$ cat config.mk
export PLATFORM = sky130hd
export DESIGN_NAME = sw_debounce_flat
export DESIGN_NICKNAME = d
export VERILOG_FILES = /design/src/rtl/sw_debounce_pkg.sv /design/src/rtl/sw_debounce_if.sv /design/src/rtl/sw_debounce_bit.sv /design/src/rtl/sw_debounce.sv /design/src/flat_wrapper.sv
export SDC_FILE = /design/constraint.sdc
export NUM_CORES = 1
export LEC_CHECK = 0
export CAP_MARGIN = 20
export CORE_MARGIN = 10
export CORE_UTILIZATION = 61
export DETAILED_ROUTE_END_ITERATION = 10
export GPL_ROUTABILITY_DRIVEN = 0
export GPL_TIMING_DRIVEN = 0
export MAX_ROUTING_LAYER = met4
export PLACE_DENSITY = 0.92
export SLEW_MARGIN = 20
export SYNTH_ARGS = -nofsm -noshare
export SYNTH_HDL_FRONTEND = slang
export SYNTH_SLANG_ARGS = --single-unit
$ cat constraint.sdc
create_clock -name clk -period 3.5 [get_ports clk]
set_input_delay 0.525 -clock clk [delete_from_list [all_inputs] [get_ports clk]]
set_output_delay 0.525 -clock clk [all_outputs]
set_load 0.01 [all_outputs]
$ cat src/rtl/sw_debounce_pkg.sv
// Shared constants and helpers for the switch debounce block.
//   SW_WIDTH             - number of slide switches on the board
//   DEFAULT_TICK_CYCLES  - clk cycles per sample tick (1 ms at 100 MHz)
//   DEFAULT_STABLE_TICKS - ticks a new level must persist before acceptance
//   clog2()              - ceil(log2(value)), used to size counters
package sw_debounce_pkg;

    localparam int unsigned SW_WIDTH             = 16;
    localparam int unsigned DEFAULT_TICK_CYCLES  = 100_000;
    localparam int unsigned DEFAULT_STABLE_TICKS = 10;

    // Smallest r with 2**r >= value; 0 for value <= 1.
    function automatic int unsigned clog2(input int unsigned value);
        int unsigned result;
        result = 0;
        for (int unsigned i = 0; i < 32; i++) begin
            if ((64'd1 << i) < 64'(value)) begin
                result = i + 1;
            end
        end
        return result;
    endfunction

endpackage

$ cat src/rtl/sw_debounce_if.sv
// Switch-conditioning bus between the raw pins and downstream control logic.
//   sw_raw  - raw asynchronous switch levels (driven by master)
//   sw_db   - debounced levels
//   sw_rise - one-cycle 0->1 event per bit
//   sw_fall - one-cycle 1->0 event per bit
//   tick    - one-cycle sample strobe
// master: the pin/stimulus side; slave: the debouncer.
interface sw_debounce_if
    import sw_debounce_pkg::*;
#(
    parameter int unsigned WIDTH = SW_WIDTH
);

    logic [WIDTH-1:0] sw_raw;
    logic [WIDTH-1:0] sw_db;
    logic [WIDTH-1:0] sw_rise;
    logic [WIDTH-1:0] sw_fall;
    logic             tick;

    modport master (
        output sw_raw,
        input  sw_db,
        input  sw_rise,
        input  sw_fall,
        input  tick
    );

    modport slave (
        input  sw_raw,
        output sw_db,
        output sw_rise,
        output sw_fall,
        output tick
    );

endinterface

$ cat src/rtl/sw_debounce_bit.sv
// Single-bit synchronizer and debouncer.
//   clk, rst_n - clock and synchronous active-low reset
//   tick       - shared sample strobe
//   sw_raw     - raw asynchronous switch pin
//   sw_db      - accepted (debounced) level, registered
//   sw_rise    - one-cycle pulse in the cycle sw_db goes 0->1
//   sw_fall    - one-cycle pulse in the cycle sw_db goes 1->0
module sw_debounce_bit
    import sw_debounce_pkg::*;
#(
    parameter int unsigned STABLE_TICKS = DEFAULT_STABLE_TICKS
) (
    input  logic clk,
    input  logic rst_n,
    input  logic tick,
    input  logic sw_raw,
    output logic sw_db,
    output logic sw_rise,
    output logic sw_fall
);

    localparam int unsigned CNT_W = clog2(STABLE_TICKS + 1);

    logic             sync_q1;
    logic             sync_q2;
    logic             db_q;
    logic             rise_q;
    logic             fall_q;
    logic [CNT_W-1:0] cnt;

    logic             db_nxt;
    logic             rise_nxt;
    logic             fall_nxt;
    logic [CNT_W-1:0] cnt_nxt;

    // Two-flop synchronizer for the asynchronous pin.
    always_ff @(posedge clk) begin
        if (!rst_n) begin
            sync_q1 <= 1'b0;
            sync_q2 <= 1'b0;
        end else begin
            sync_q1 <= sw_raw;
            sync_q2 <= sync_q1;
        end
    end

    // Qualification: any return to the accepted level restarts the count;
    // the count is cleared on acceptance, so it never wraps.
    always_comb begin
        cnt_nxt  = cnt;
        db_nxt   = db_q;
        rise_nxt = 1'b0;
        fall_nxt = 1'b0;
        if (sync_q2 == db_q) begin
            cnt_nxt = '0;
        end else if (tick && (cnt == CNT_W'(STABLE_TICKS - 1))) begin
            cnt_nxt  = '0;
            db_nxt   = sync_q2;
            rise_nxt = sync_q2;
            fall_nxt = ~sync_q2;
        end else if (tick) begin
            cnt_nxt = cnt + CNT_W'(1);
        end
    end

    // Debounce state and event registers.
    always_ff @(posedge clk) begin
        if (!rst_n) begin
            cnt    <= '0;
            db_q   <= 1'b0;
            rise_q <= 1'b0;
            fall_q <= 1'b0;
        end else begin
            cnt    <= cnt_nxt;
            db_q   <= db_nxt;
            rise_q <= rise_nxt;
            fall_q <= fall_nxt;
        end
    end

    assign sw_db   = db_q;
    assign sw_rise = rise_q;
    assign sw_fall = fall_q;

endmodule

$ cat src/rtl/sw_debounce.sv
// Slide-switch conditioning: synchronizes and debounces each switch bit and
// emits rise/fall events; sw_db feeds the switch-gated LED PWM stage.
//   clk, rst_n - clock and synchronous active-low reset
//   bus        - sw_debounce_if slave: sw_raw in; sw_db, sw_rise, sw_fall,
//                tick out
module sw_debounce
    import sw_debounce_pkg::*;
#(
    parameter int unsigned WIDTH        = SW_WIDTH,
    parameter int unsigned TICK_CYCLES  = DEFAULT_TICK_CYCLES,
    parameter int unsigned STABLE_TICKS = DEFAULT_STABLE_TICKS
) (
    input  logic          clk,
    input  logic          rst_n,
    sw_debounce_if.slave  bus
);

    localparam int unsigned TICK_W = clog2(TICK_CYCLES);

    logic [TICK_W-1:0] tick_cnt;
    logic              tick_q;

    // Shared prescaler: tick is high in the cycle after the terminal count,
    // giving exactly one strobe every TICK_CYCLES cycles.
    always_ff @(posedge clk) begin
        if (!rst_n) begin
            tick_cnt <= '0;
            tick_q   <= 1'b0;
        end else if (tick_cnt == TICK_W'(TICK_CYCLES - 1)) begin
            tick_cnt <= '0;
            tick_q   <= 1'b1;
        end else begin
            tick_cnt <= tick_cnt + TICK_W'(1);
            tick_q   <= 1'b0;
        end
    end

    assign bus.tick = tick_q;

    // One independent debouncer per switch bit.
    for (genvar i = 0; i < WIDTH; i++) begin : g_bit
        sw_debounce_bit #(
            .STABLE_TICKS (STABLE_TICKS)
        ) u_bit (
            .clk     (clk),
            .rst_n   (rst_n),
            .tick    (tick_q),
            .sw_raw  (bus.sw_raw[i]),
            .sw_db   (bus.sw_db[i]),
            .sw_rise (bus.sw_rise[i]),
            .sw_fall (bus.sw_fall[i])
        );
    end

endmodule

$ cat src/flat_wrapper.sv
// flat-port wrapper written by rule: the top's interface ports become plain ports
module sw_debounce_flat import sw_debounce_pkg::*;
#(
    parameter int unsigned WIDTH        = SW_WIDTH,
    parameter int unsigned TICK_CYCLES  = DEFAULT_TICK_CYCLES,
    parameter int unsigned STABLE_TICKS = DEFAULT_STABLE_TICKS
)
  (clk, rst_n, bus_sw_raw, bus_sw_db, bus_sw_rise, bus_sw_fall, bus_tick);
  sw_debounce_if #(.WIDTH(WIDTH)) bus_i ();
  input  logic clk;
  input  logic rst_n;
  input wire logic [$bits(bus_i.sw_raw)-1:0] bus_sw_raw;
  output wire logic [$bits(bus_i.sw_db)-1:0] bus_sw_db;
  output wire logic [$bits(bus_i.sw_rise)-1:0] bus_sw_rise;
  output wire logic [$bits(bus_i.sw_fall)-1:0] bus_sw_fall;
  output wire logic [$bits(bus_i.tick)-1:0] bus_tick;
  assign bus_i.sw_raw = bus_sw_raw;
  assign bus_sw_db = bus_i.sw_db;
  assign bus_sw_rise = bus_i.sw_rise;
  assign bus_sw_fall = bus_i.sw_fall;
  assign bus_tick = bus_i.tick;
  sw_debounce #(.WIDTH(WIDTH), .TICK_CYCLES(TICK_CYCLES), .STABLE_TICKS(STABLE_TICKS)) u_core (.clk(clk), .rst_n(rst_n), .bus(bus_i));
endmodule
Yosys cells after proc, flatten, opt, wreduce, memory -nomap -nowiden. Index checks and enable logic that the tools add are counted.

Logic and storage cells: 263. Input port bits: 18. Register bits: 162. Output and inout port bits: 49.

Bitwise gates (word level): 49. Add/sub/neg operators: 17. Reductions and logical operators: 65. Eq/ne operators: 33. Mux-type cells: 1.

Operators with widths (number): 3-bit OR reduction (32); 4-bit by 1-bit adder with 4-bit output, second input constant (16); 4-bit equality test, second input constant (16); 1-bit inverter (49); 2-bit AND reduction (16); 17-bit by 1-bit adder with 17-bit output, second input constant (1); 17-bit equality test, second input constant (1); 1-bit equality test (16); 1-bit logical AND (16); 2-bit OR reduction (1); 1-bit 2-to-1 mux (1).

Depth between registers and ports, before layout.
Depth after elaboration: 4. Depth in mapped cells: 6.

Hierarchy. Synthesis repeated with hierarchy kept, for this count alone.

Cell total of the unflattened synthesis: 616. Area total of the unflattened synthesis: 6525.0 sq um.

Modules (own cells, without submodules): sw_debounce_bit (cells an instance 33, times used 16, seq. area each 180.2 sq um, area an instance 357.8 sq um); sw_debounce (cells an instance 88, times used 1, seq. area each 360.3 sq um, area an instance 799.5 sq um).

Worst setup path after synthesis. OpenSTA, ideal clock, no wires.

Path type: register -> register. From: reg u_core.tick_cnt[0]. To: reg u_core.tick_cnt[14]. Path slack: 1910 ps. Path buffers: 0. Data required time: 3430 ps. Library setup time: 70 ps. Stages on the path, launching flop included: 6. Data arrival time: 1521 ps. Period minus slack after synthesis: 1590 ps. Path through: dfxtp_1 ha_1 nand3_2 or2_4 or4b_1 a21oi_1.

Word-level cells in the longest chain between the ends: 2. Elaborated cells on any way between the ends: 3. Those cells by class: add/sub: 1; eq/ne: 1; reduce/logical: 1.

Ends and longest elaborated chain: start: declaration (line sw_debounce.sv:20) `logic [TICK_W-1:0] tick_cnt;`; start signal: assignment (line sw_debounce.sv:33) `tick_cnt <= tick_cnt + TICK_W'(1);`; parallel branches: the longest is 2 deep, another holds 17-bit by 1-bit adder with 17-bit output.

Several ways; the timed one is not identified. A chain may end at the register's enable or synchronous reset.

Worst setup path after layout.
From: reg u_core.g_bit[11].u_bit.db_q. To: out bus_sw_db[11].

RTL lines: start: declaration (line sw_debounce_bit.sv:26) `logic db_q;`; start signal: assignment (line sw_debounce_bit.sv:75) `db_q <= db_nxt;`; end: declaration (line flat_wrapper.sv:13) `output wire logic [$bits(bus_i.sw_db)-1:0] bus_sw_db;`.

No word-level cell between the ends.

==> metrics.cfg <==
[sta]
fin_crit_sh=0.615
timing_worst_slew_pin_value_ps=650
timing.fmax_mhz=465
finalSetupTns_ps=0
rsz0062_at_grt=false
timing.hold.ws_ps=437
maxSlewViolCount=0
shortest_period_the_worst_path_allows_ps=2150
hold_viol_final=0
setup_viol=0
max-slew-margin-rel=0.567
fin_worst_skew_ps=7.63

[floorplanning]
die-width_um=124
initial_core_util=0.619
design.die.area_sq_mm=0.0155
fp.coreArea_sq_mm=0.0107
die_span_y_um=124
num_io_pins=67
rows=38

[power]
worst_case_vdd_ir_drop_mv=0.332
p_leak_uw=0.00314
fin_total_pwr_uw=3680
power_density_mw_per_mm2=458

[grt]
number_of_global_route_vias_before_repair=4865
gr-total-overflow=0
first_pass_grt_wire_length_um=23200
grt_max_degree=17
gr-usage-all-layers=0.183
grt_antenna_before_repair=0

[worst_setup_path]
end_kind=output port
critical-path-max-stage-delay_ps=520
start_kind=flop
crit_path_dat_ps=1630
cp_top_family=buffers and inverters
crit_buf_inv=2
path_class=flop to output port
crit_chain=buf_4, clkdlybuf4s50_1
timing.critical_path.required_ps=2970
slowest_cell_on_crit_path=sky130_fd_sc_hd__clkdlybuf4s50_1
crit_fanout=5

[synthesis]
synth_fp_nets=720
syn-mean-instance-area_sq_um=9.94
cell_count_after_synthesis=669
synth.lib_cells_used.distinct=30
mappedNetlistArea_sq_mm=0.00665
synth.yosys.seq_area_share=0.488
synthesis.yosys.warnings=0
ys_seq_elements=162

[clocking]
cts.root.buffer_cell=sky130_fd_sc_hd__clkbuf_8
numCtsBuffers=17
cts.repair.resized=0
clock_sinks=162
clock_tree.buffer_depth=2
h-tree-depth=4
clkLatencyLatePin_ps=540
post_cts_buffers=0
cts_hold_repair.buffers=0
tritoncts_clock_tree=yes
cts.reportedPaths.clkPinSlew_ps=70

[cells_and_area]
area.growth.synth_to_final_pct=20.8
post_route_cells_drive_above_1_share=0.140
diodes=0
post-route-cell-area_sq_mm=0.00803
final_cells=907
finalNetCount=805

[routing]
viasPerCell=5.26
first_iter_violations=365
detailed_route_drc_error_count=0
routed-via-count=4768
avgRoutedWirePerCell_um=15.4
drtPass1Iterations=4
detail-route-antenna-nets=0
postRouteWirelength_um=14000

[placed_design]
dp_hpwl_um=9470
io_buffers=66
place_area_sq_mm=0.00748
numPlacedInstances=875

[hold_path]
min-delay-path-class=flop to flop

[flow_run]
drv.max_cap_violation_count=0

[status]
outcome=complete, no violations

[where the power goes]
group / leakage (uW) / internal (uW) / switching (uW) / total [uW]
clock network: 0.000267 / 951 / 779 / 1730
logic: 0.00156 / 37.3 / 36.3 / 73.6
registers: 0.00131 / 1860 / 13.7 / 1880
total: 0.00314 / 2850 / 829 / 3680
[cell usage in the layout (no fill, tap or decap), types with 16 or more instances in the layout]
cell | synthesis | routed
sky130_fd_sc_hd__nor2_1 | 98 | 98
sky130_fd_sc_hd__buf_4 | 48 | 48
sky130_fd_sc_hd__nand2_1 | 21 | 21
sky130_fd_sc_hd__nand3_1 | 20 | 20
sky130_fd_sc_hd__dfxtp_1 | 162 | 162
sky130_fd_sc_hd__nor3b_1 | 32 | 32
sky130_fd_sc_hd__clkdlybuf4s50_1 | 0 | 66
sky130_fd_sc_hd__clkbuf_16 | 0 | 16
sky130_fd_sc_hd__inv_1 | 23 | 23
sky130_fd_sc_hd__nand4_1 | 20 | 20
sky130_fd_sc_hd__xor2_1 | 50 | 50
sky130_fd_sc_hd__xnor2_1 | 28 | 28
sky130_fd_sc_hd__a211oi_1 | 16 | 16
sky130_fd_sc_hd__nand4b_1 | 16 | 16
sky130_fd_sc_hd__ha_1 | 33 | 33
sky130_fd_sc_hd__and2_1 | 32 | 32
[flip-flops by register name, indices dropped and copies added, names as in the netlist]
register / flops
u_core.bus.tick: 1
u_core.tick_cnt: 17
u_core.g_bit.u_bit.sync_q1: 16
u_core.g_bit.u_bit.sync_q2: 16
u_core.g_bit.u_bit.sw_db: 16
u_core.g_bit.u_bit.cnt: 64
u_core.g_bit.u_bit.sw_fall: 16
u_core.g_bit.u_bit.sw_rise: 16
[cells in the mapped netlist]
master	count	area, sq um
sky130_fd_sc_hd__a211oi_1	16	120
sky130_fd_sc_hd__a21oi_1	2	10.0
sky130_fd_sc_hd__and2_1	32	200
sky130_fd_sc_hd__and3_1	1	6.26
sky130_fd_sc_hd__buf_2	6	30.0
sky130_fd_sc_hd__buf_4	48	360
sky130_fd_sc_hd__buf_6	1	11.3
sky130_fd_sc_hd__clkbuf_1	13	48.8
sky130_fd_sc_hd__dfxtp_1	162	3240
sky130_fd_sc_hd__ha_1	33	413
sky130_fd_sc_hd__inv_1	23	86.3
sky130_fd_sc_hd__mux2i_1	15	150
sky130_fd_sc_hd__nand2_1	21	78.8
sky130_fd_sc_hd__nand3_1	20	100
sky130_fd_sc_hd__nand3_2	2	20.0
sky130_fd_sc_hd__nand4_1	20	125
sky130_fd_sc_hd__nand4b_1	16	140
sky130_fd_sc_hd__nor2_1	98	368
sky130_fd_sc_hd__nor3_1	4	20.0
sky130_fd_sc_hd__nor3b_1	32	240
sky130_fd_sc_hd__nor4_1	5	31.3
sky130_fd_sc_hd__nor4b_1	1	8.76
sky130_fd_sc_hd__o31ai_4	1	21.3
sky130_fd_sc_hd__o41ai_1	1	8.76
sky130_fd_sc_hd__or2_2	15	93.8
sky130_fd_sc_hd__or2_4	1	8.76
sky130_fd_sc_hd__or4_4	1	11.3
sky130_fd_sc_hd__or4b_1	1	10.0
sky130_fd_sc_hd__xnor2_1	28	245
sky130_fd_sc_hd__xor2_1	50	438
[through the flow]
step	worst slack, ps	utilization
floorplan	1910	-
detailed placement	939	0.697
global route	1290	0.747
global placement	980	0.697
CTS	1340	0.747
finish	1350	0.747
[area by class of cell]
class                   count  area, sq um
well taps                 140          175
fillers                   718         2710
clock inverters            15          133
inverters                  23         86.3
flip-flops and latches    162         3240
plain buffers              68          450
clock buffers              17          414
repair buffers             66          661
multi-input cells         416         2870
[routing by layer]
metal | vias to the layer above | wire, um | global-route usage
met5 | - | 0 | -
met4 | 0 | 192 | 0.0692
met3 | 22 | 656 | 0.0451
met2 | 110 | 7420 | 0.323
met1 | 2304 | 5710 | 0.192
li1 | 2332 | - | -
[worst paths after layout]
kind | slack [ps] | cells after the start | to | start
min reg2reg | 440 | 1 | u_core.g_bit[12].u_bit.sync_q2 | u_core.g_bit[12].u_bit.sync_q1
max reg2reg | 1510 | 6 | u_core.g_bit[8].u_bit.cnt[2] | u_core.bus.tick
min | 440 | 1 | u_core.g_bit[12].u_bit.sync_q2 | u_core.g_bit[12].u_bit.sync_q1
max | 1350 | 2 | bus_sw_db[11] | u_core.g_bit[11].u_bit.sw_db
[logic make-up after synthesis]
| family | after synthesis | synth area share |
|---|---|---|
| xor gates and xnor gates | 78 | 0.103 |
| AOI/OAI and AO/OA | 20 | 0.0241 |
| adders and majority gates | 33 | 0.0621 |
| buffers and inverters | 91 | 0.0807 |
| DFF | 162 | 0.488 |
| and+or+nand+nor | 270 | 0.220 |
| muxes | 15 | 0.0226 |
Power figures use the tool's default switching activity.
